`src/rtl/uart_prog_pkg.sv`:
```
// Shared definitions for the uart_prog page buffer: page geometry,
// programmer MODE encodings, FSM state codes and the debug view struct.
package uart_prog_pkg;

    // Page geometry; DEPTH must match the programmer's bytes per program op.
    localparam int DEPTH  = 256;
    localparam int ADDR_W = 8;

    // Programmer command encodings.
    localparam logic [2:0] MODE_IDLE       = 3'b000;
    localparam logic [2:0] MODE_READ       = 3'b010;
    localparam logic [2:0] MODE_ERASE_PROG = 3'b110;

    // Page buffer FSM states.
    localparam logic [1:0] ST_FILL    = 2'd0;
    localparam logic [1:0] ST_PAD     = 2'd1;
    localparam logic [1:0] ST_PROGRAM = 2'd2;
    localparam logic [1:0] ST_DONE    = 2'd3;

    // Observable internal state of the page buffer.
    typedef struct packed {
        logic [1:0]        state;
        logic [ADDR_W-1:0] wr_ptr;
        logic [ADDR_W-1:0] rd_ptr;
        logic [ADDR_W:0]   consumed;
    } dbg_t;

endpackage

```
`src/rtl/uart_prog_page_buf_if.sv`:
```
// Bus bundle between the UART side / programmer side and the page buffer.
//
// Handshake semantics:
//   RX_VALID is a one-cycle strobe; RX_DATA is valid in that same cycle and
//   there is no back-pressure (a byte arriving outside FILL is dropped and
//   flagged on OVERFLOW).
//   DATA2 always shows the byte at the read pointer. The programmer consumes
//   that byte by raising NEW_DATA2; only the rising edge (as seen at posedge
//   CLK) counts, so a request held high for several cycles advances once.
//   The following byte appears on DATA2 one cycle after the advance.
interface uart_prog_page_buf_if;
    import uart_prog_pkg::*;

    logic [7:0] RX_DATA;
    logic       RX_VALID;
    logic [7:0] DATA2;
    logic       NEW_DATA2;
    logic [2:0] MODE;
    logic       BUSY;
    logic       DONE;
    logic       OVERFLOW;
    dbg_t       DBG;

    // Driver side: UART receiver plus programmer.
    modport master (
        output RX_DATA, RX_VALID, NEW_DATA2,
        input  DATA2, MODE, BUSY, DONE, OVERFLOW, DBG
    );

    // Page buffer side.
    modport slave (
        input  RX_DATA, RX_VALID, NEW_DATA2,
        output DATA2, MODE, BUSY, DONE, OVERFLOW, DBG
    );

endinterface

```
`src/rtl/prog_req_edge.sv`:
```
// Request edge detector for the programmer's NEW_DATA2 line. The programmer
// runs on the same clock, so no extra synchroniser stage is inserted; the
// advance pulse is the raw request AND NOT its registered copy, which gives
// exactly one pulse per request regardless of how long it is held.
module prog_req_edge (
    input  logic clk_i,
    input  logic rst_n_i,
    input  logic req_i,
    output logic advance_o
);

    logic req_q;
    logic req_d;

    // Next value of the request history is simply the current request.
    always_comb begin
        req_d = req_i;
    end

    // Register the previous request level.
    always_ff @(posedge clk_i) begin
        if (!rst_n_i) begin
            req_q <= 1'b0;
        end else begin
            req_q <= req_d;
        end
    end

    assign advance_o = req_i & ~req_q;

endmodule

```
`src/rtl/uart_prog_page_buf.sv`:
```
// Page buffer between the UART receiver and the flash SPI programmer.
// Collects a page of bytes, pads it with PAD after an idle timeout, then
// commands Erase & Program and serves the bytes one per programmer request.
// A reset while programming returns to FILL; the programmer itself is not
// reset, so recovering from that case needs a reconfiguration.
module uart_prog_page_buf
    import uart_prog_pkg::*;
#(
    parameter int         TIMEOUT = 4_800_000,
    parameter logic [7:0] PAD     = 8'hFF
) (
    input logic                  CLK,
    input logic                  RST_N,
    uart_prog_page_buf_if.slave  bus
);

    localparam int IDLE_W = (TIMEOUT > 1) ? $clog2(TIMEOUT) : 1;

    logic [1:0]        state_q,    state_d;
    logic [ADDR_W-1:0] wr_ptr_q,   wr_ptr_d;
    logic [ADDR_W-1:0] rd_ptr_q,   rd_ptr_d;
    logic [ADDR_W:0]   consumed_q, consumed_d;
    logic [IDLE_W-1:0] idle_q,     idle_d;
    logic [2:0]        mode_q,     mode_d;
    logic              busy_q,     busy_d;
    logic              done_q,     done_d;
    logic              ovf_q,      ovf_d;

    // Page storage: one write port, asynchronous read. Never reset.
    logic [7:0]        mem_q [DEPTH];
    logic              wr_en;
    logic [7:0]        wr_data;
    logic              advance;

    prog_req_edge u_req_edge (
        .clk_i     (CLK),
        .rst_n_i   (RST_N),
        .req_i     (bus.NEW_DATA2),
        .advance_o (advance)
    );

    // FSM next state, pointer updates, write enable and sticky flags.
    always_comb begin
        state_d    = state_q;
        wr_ptr_d   = wr_ptr_q;
        rd_ptr_d   = rd_ptr_q;
        consumed_d = consumed_q;
        idle_d     = idle_q;
        ovf_d      = ovf_q;
        wr_en      = 1'b0;
        wr_data    = bus.RX_DATA;

        case (state_q)
            ST_FILL: begin
                if (bus.RX_VALID) begin
                    wr_en    = 1'b1;
                    wr_ptr_d = wr_ptr_q + 1'b1;
                    idle_d   = '0;
                    if (wr_ptr_q == ADDR_W'(DEPTH - 1)) begin
                        state_d = ST_PROGRAM;
                    end
                end else if (wr_ptr_q != '0) begin
                    // An empty page never times out, so it never programs.
                    if (idle_q == IDLE_W'(TIMEOUT - 1)) begin
                        state_d = ST_PAD;
                        idle_d  = '0;
                    end else begin
                        idle_d = idle_q + 1'b1;
                    end
                end
            end
            ST_PAD: begin
                wr_en    = 1'b1;
                wr_data  = PAD;
                wr_ptr_d = wr_ptr_q + 1'b1;
                if (wr_ptr_q == ADDR_W'(DEPTH - 1)) begin
                    state_d = ST_PROGRAM;
                end
            end
            ST_PROGRAM: begin
                if (advance) begin
                    rd_ptr_d   = rd_ptr_q + 1'b1;
                    consumed_d = consumed_q + 1'b1;
                    if (consumed_q == (ADDR_W + 1)'(DEPTH - 1)) begin
                        state_d = ST_DONE;
                    end
                end
            end
            ST_DONE: begin
                state_d = ST_DONE;
            end
            default: begin
                state_d = ST_FILL;
            end
        endcase

        // Bytes can only be accepted while filling; anything else is lost.
        if (bus.RX_VALID && (state_q != ST_FILL)) begin
            ovf_d = 1'b1;
        end
    end

    // Registered programmer-facing outputs follow the next state.
    always_comb begin
        mode_d = (state_d == ST_PROGRAM) ? MODE_ERASE_PROG : MODE_IDLE;
        busy_d = (state_d == ST_PROGRAM);
        done_d = done_q | (state_d == ST_DONE);
    end

    // State and control registers with synchronous active-low reset.
    always_ff @(posedge CLK) begin
        if (!RST_N) begin
            state_q    <= ST_FILL;
            wr_ptr_q   <= '0;
            rd_ptr_q   <= '0;
            consumed_q <= '0;
            idle_q     <= '0;
            mode_q     <= MODE_IDLE;
            busy_q     <= 1'b0;
            done_q     <= 1'b0;
            ovf_q      <= 1'b0;
        end else begin
            state_q    <= state_d;
            wr_ptr_q   <= wr_ptr_d;
            rd_ptr_q   <= rd_ptr_d;
            consumed_q <= consumed_d;
            idle_q     <= idle_d;
            mode_q     <= mode_d;
            busy_q     <= busy_d;
            done_q     <= done_d;
            ovf_q      <= ovf_d;
        end
    end

    // Page memory write port; contents survive reset.
    always_ff @(posedge CLK) begin
        if (wr_en) begin
            mem_q[wr_ptr_q] <= wr_data;
        end
    end

    assign bus.DATA2    = mem_q[rd_ptr_q];
    assign bus.MODE     = mode_q;
    assign bus.BUSY     = busy_q;
    assign bus.DONE     = done_q;
    assign bus.OVERFLOW = ovf_q;
    assign bus.DBG      = {state_q, wr_ptr_q, rd_ptr_q, consumed_q};

endmodule

```
`src/flat_wrapper.sv`:
```
// flat-port wrapper written by rule: the top's interface ports become plain ports
module uart_prog_page_buf_flat import uart_prog_pkg::*;
#(
    parameter int         TIMEOUT = 4_800_000,
    parameter logic [7:0] PAD     = 8'hFF
)
  (CLK, RST_N, bus_RX_DATA, bus_RX_VALID, bus_NEW_DATA2, bus_DATA2, bus_MODE, bus_BUSY, bus_DONE, bus_OVERFLOW, bus_DBG);
  uart_prog_page_buf_if bus_i ();
  input logic CLK;
  input logic RST_N;
  input wire logic [$bits(bus_i.RX_DATA)-1:0] bus_RX_DATA;
  input wire logic [$bits(bus_i.RX_VALID)-1:0] bus_RX_VALID;
  input wire logic [$bits(bus_i.NEW_DATA2)-1:0] bus_NEW_DATA2;
  output wire logic [$bits(bus_i.DATA2)-1:0] bus_DATA2;
  output wire logic [$bits(bus_i.MODE)-1:0] bus_MODE;
  output wire logic [$bits(bus_i.BUSY)-1:0] bus_BUSY;
  output wire logic [$bits(bus_i.DONE)-1:0] bus_DONE;
  output wire logic [$bits(bus_i.OVERFLOW)-1:0] bus_OVERFLOW;
  output wire logic [$bits(bus_i.DBG)-1:0] bus_DBG;
  assign bus_i.RX_DATA = bus_RX_DATA;
  assign bus_i.RX_VALID = bus_RX_VALID;
  assign bus_i.NEW_DATA2 = bus_NEW_DATA2;
  assign bus_DATA2 = bus_i.DATA2;
  assign bus_MODE = bus_i.MODE;
  assign bus_BUSY = bus_i.BUSY;
  assign bus_DONE = bus_i.DONE;
  assign bus_OVERFLOW = bus_i.OVERFLOW;
  assign bus_DBG = bus_i.DBG;
  uart_prog_page_buf #(.TIMEOUT(TIMEOUT), .PAD(PAD)) u_core (.CLK(CLK), .RST_N(RST_N), .bus(bus_i));
endmodule
```
`config.mk`:
```
export PLATFORM = sky130hd
export DESIGN_NAME = uart_prog_page_buf_flat
export DESIGN_NICKNAME = d
export VERILOG_FILES = /design/src/rtl/uart_prog_pkg.sv /design/src/rtl/uart_prog_page_buf_if.sv /design/src/rtl/prog_req_edge.sv /design/src/rtl/uart_prog_page_buf.sv /design/src/flat_wrapper.sv
export SDC_FILE = /design/constraint.sdc
export NUM_CORES = 2
export LEC_CHECK = 0
export ABC_AREA = 1
export CORE_MARGIN = 4
export CORE_UTILIZATION = 63
export DETAILED_ROUTE_END_ITERATION = 8
export PLACE_DENSITY_LB_ADDON = 0.2
export SYNTH_ARGS = -nofsm -noshare
export SYNTH_HDL_FRONTEND = slang
export SYNTH_SLANG_ARGS = --single-unit
```
`constraint.sdc`:
```
create_clock -name CLK -period 6.3 [get_ports CLK]
set_input_delay 1.26 -clock CLK [delete_from_list [all_inputs] [get_ports CLK]]
set_output_delay 1.26 -clock CLK [all_outputs]
set_load 0.02 [all_outputs]
```
==> impl_metrics.ini <==
[pwr]
finalPower_uw = 27500
powerDensity_nw_per_um2 = 293
ir_drop_uv = 350
p_leak_uw = 0.0321

[cts]
cts_inserted_buffers = 199
hold_buffers = 0
cts_resized = 0
cts_setup_buffers = 0
cts.sinks = 2110
cts_tree = done
clkTransAtPathRegs_ns = 0.07
clk-insertion-delay-late_ns = 0.84
clk_path_buf_depth = 3
cts_root_buf = clkbuf_16
cts_htree_levels = 4

[floorplanning]
start_util_pct = 63.4
num_io_pins = 53
chipWidth_um = 377
die_h_um = 377
row_count = 135
dieArea_um2 = 142000
fp.coreArea_um2 = 135000

[routing]
dr_wl_met2_um = 102000
ant_nets = 0
detail_route.first_pass.iterations = 6
routed.top_layer = met5
vias_per_cell = 6.30
wl_per_cell_um = 24.4
drc = 0
wl_met3_um = 26300
dr.first_iter.drc_count = 9058
wl_met1_um = 85000
route.vias.total = 57700
detail_route.wirelength_um = 223000

[placement]
io_buffer_count = 51
hpwl_um = 124000
dpl-instance-area_um2 = 87500
place_ws_ns = 1.74
place.gp.congestion = 0.902

[timing]
fin_crit_sh_pct = 88.1
final.setup.tns_ns = 0
skew_ns = 0.0256
worstMarginPinSlew_ns = 1.20
hold_viol = 0
whs_ns = 0.486
rsz0062_at_grt = false
max_freq_mhz = 180
slew_headroom_pct = 19.8
setup_violations = 0
maxSlewViolCount = 0
fin_crit_ns = 5.55
fin_ws_ns = 0.752

[synth]
synth_edf_count = 2048
synthCells = 7338
yosysUniqueCellTypes = 38
avgSynthCellArea_um2 = 11.7
syn-cell-area_um2 = 85900
synth-seq-area-share_pct = 73.0
synth-seq-cells = 2110
yosysWarnings = 0
synth_nets = 7358
synth_flop_cell = edfxtp_1
async_reset_ff_share_pct = 0

[layout]
multi_input_area_um2 = 20500
seq_area_um2 = 62800
drive_above_1_share_pct = 5.76
layout_common_cells = 2158 x nand2_1, 2048 x edfxtp_1, 2034 x nand3_1
nFillCells = 9344
final_common_cell = nand2_1
syn_to_final_growth_pct = 9.17
finalInstanceArea_um2 = 93800
finalNetCount = 7220

[run_status]
run_status = completed

[critical_path]
worstPathArrival_ns = 4.29
worst_setup_path_end_kind = primary output
critPathKind = flip-flop to primary output
start_kind = flip-flop
worstPathRequired_ns = 5.04
crit_fanout = 182

[global_routing]
grt_pass1_vias = 55000
grt_first_pass_wirelength_um = 336000
antenna_found_initial = 8
grt_util_all_layers_pct = 31.4
grt_max_degree = 206
grt_overflow = 0

[worst_hold_path]
min_path_type = flip-flop to flip-flop

[flow_run]
cap_violations = 0
## layout make-up
class	count	share of cell area, %
sequential	2110	66.9
multi-input combinational	4662	21.9
clock buffer	263	5.76
tap	1781	2.38
timing repair buffer	157	1.81
clock inverter	102	0.968
inverter	70	0.316
antenna	2	0.00534
## metal layers
| layer | vias up | track usage [%] |
|---|---|---|
| met5 | - | 0 |
| li1 | 25700 | - |
| met4 | 8 | 13.5 |
| met1 | 27700 | 44.2 |
| met3 | 542 | 7.05 |
| met2 | 3675 | 47.7 |
## Yosys cell counts, types with 8 or more instances
| cell | instances | share of area [%] |
|---|---|---|
| nand2_1 | 2172 | 9.5 |
| edfxtp_1 | 2048 | 72 |
| nand3_1 | 2042 | 12 |
| nor2_1 | 328 | 1.4 |
| buf_2 | 290 | 1.7 |
| clkbuf_1 | 108 | 0.47 |
| inv_1 | 66 | 0.29 |
| dfxtp_1 | 62 | 1.4 |
| buf_4 | 46 | 0.40 |
| buf_1 | 35 | 0.15 |
| a21oi_1 | 24 | 0.14 |
| o21ai_0 | 22 | 0.13 |
| buf_6 | 17 | 0.22 |
| nand4_1 | 14 | 0.10 |
| nor3_1 | 13 | 0.076 |
| ha_1 | 8 | 0.12 |
| xor2_1 | 8 | 0.082 |
## flip-flops by register name (all words and copies together) (netlist names), 2 cells and up, named ones only
signal	flops
u_core.consumed_q	9
u_core.idle_q	23
u_core.mem_q	2048
u_core.rd_ptr_q	8
u_core.state_q	2
u_core.wr_ptr_q	8
## metrics by stage
stage          std cells  utilization, %
2_1_floorplan       7338               -
3_3_place_gp        8780            64.6
3_5_place_dp        8780            64.6
4_1_cts             9145            69.2
5_1_grt             9145            69.2
6_report            9147            69.2
## final timing paths
check                      startpoint                   to  slack [ns]  depth (start not counted)
setup / recovery            flip-flop         bus_DATA2[3]        0.75                         13
hold / removal    u_core.bus.OVERFLOW  u_core.bus.OVERFLOW        0.49                          2
setup reg to reg   u_core.wr_ptr_q[3]  u_core.mem_q[28][1]        3.32                          4
hold reg to reg   u_core.bus.OVERFLOW  u_core.bus.OVERFLOW        0.49                          2
## logic make-up (layout without fill, tap and decap cells)
| group | Yosys count | after routing | synth area share [%] |
|---|---|---|---|
| AND/OR/NAND/NOR | 4589 | 4589 | 23.2 |
| adder cells (fa/ha/maj) | 8 | 8 | 0.117 |
| flip-flops | 2110 | 2110 | 73.0 |
| XOR/XNOR | 10 | 10 | 0.102 |
| buffers and inverters | 566 | 592 | 3.25 |
| AO/OA/AOI/OAI | 54 | 54 | 0.342 |
| other | 1 | 3 | 0.00436 |
## worst max-delay path, stage by stage, from the launching register on
cell and delay (ns):
dfxtp_4 0.51, inv_16 0.53, buf_4 0.54, nand2_1 0.10, nand3_1 0.08, nand3_1 0.09, nand3_1 0.20, nand3_1 0.14
nand3_1 0.32, nand3_1 0.26, nand2_1 0.14, nand2_1 0.16, nand2_1 0.14, buf_4 0.15
## power by group
| part | leakage (µW) | internal [µW] | switching (µW) |
|---|---|---|---|
| sequential | 0.0189 | 15400 | 6.64 |
| combinational | 0.0101 | 55.3 | 378 |
| clock | 0.00308 | 6620 | 5060 |
(Power assumes the default switching activity.)
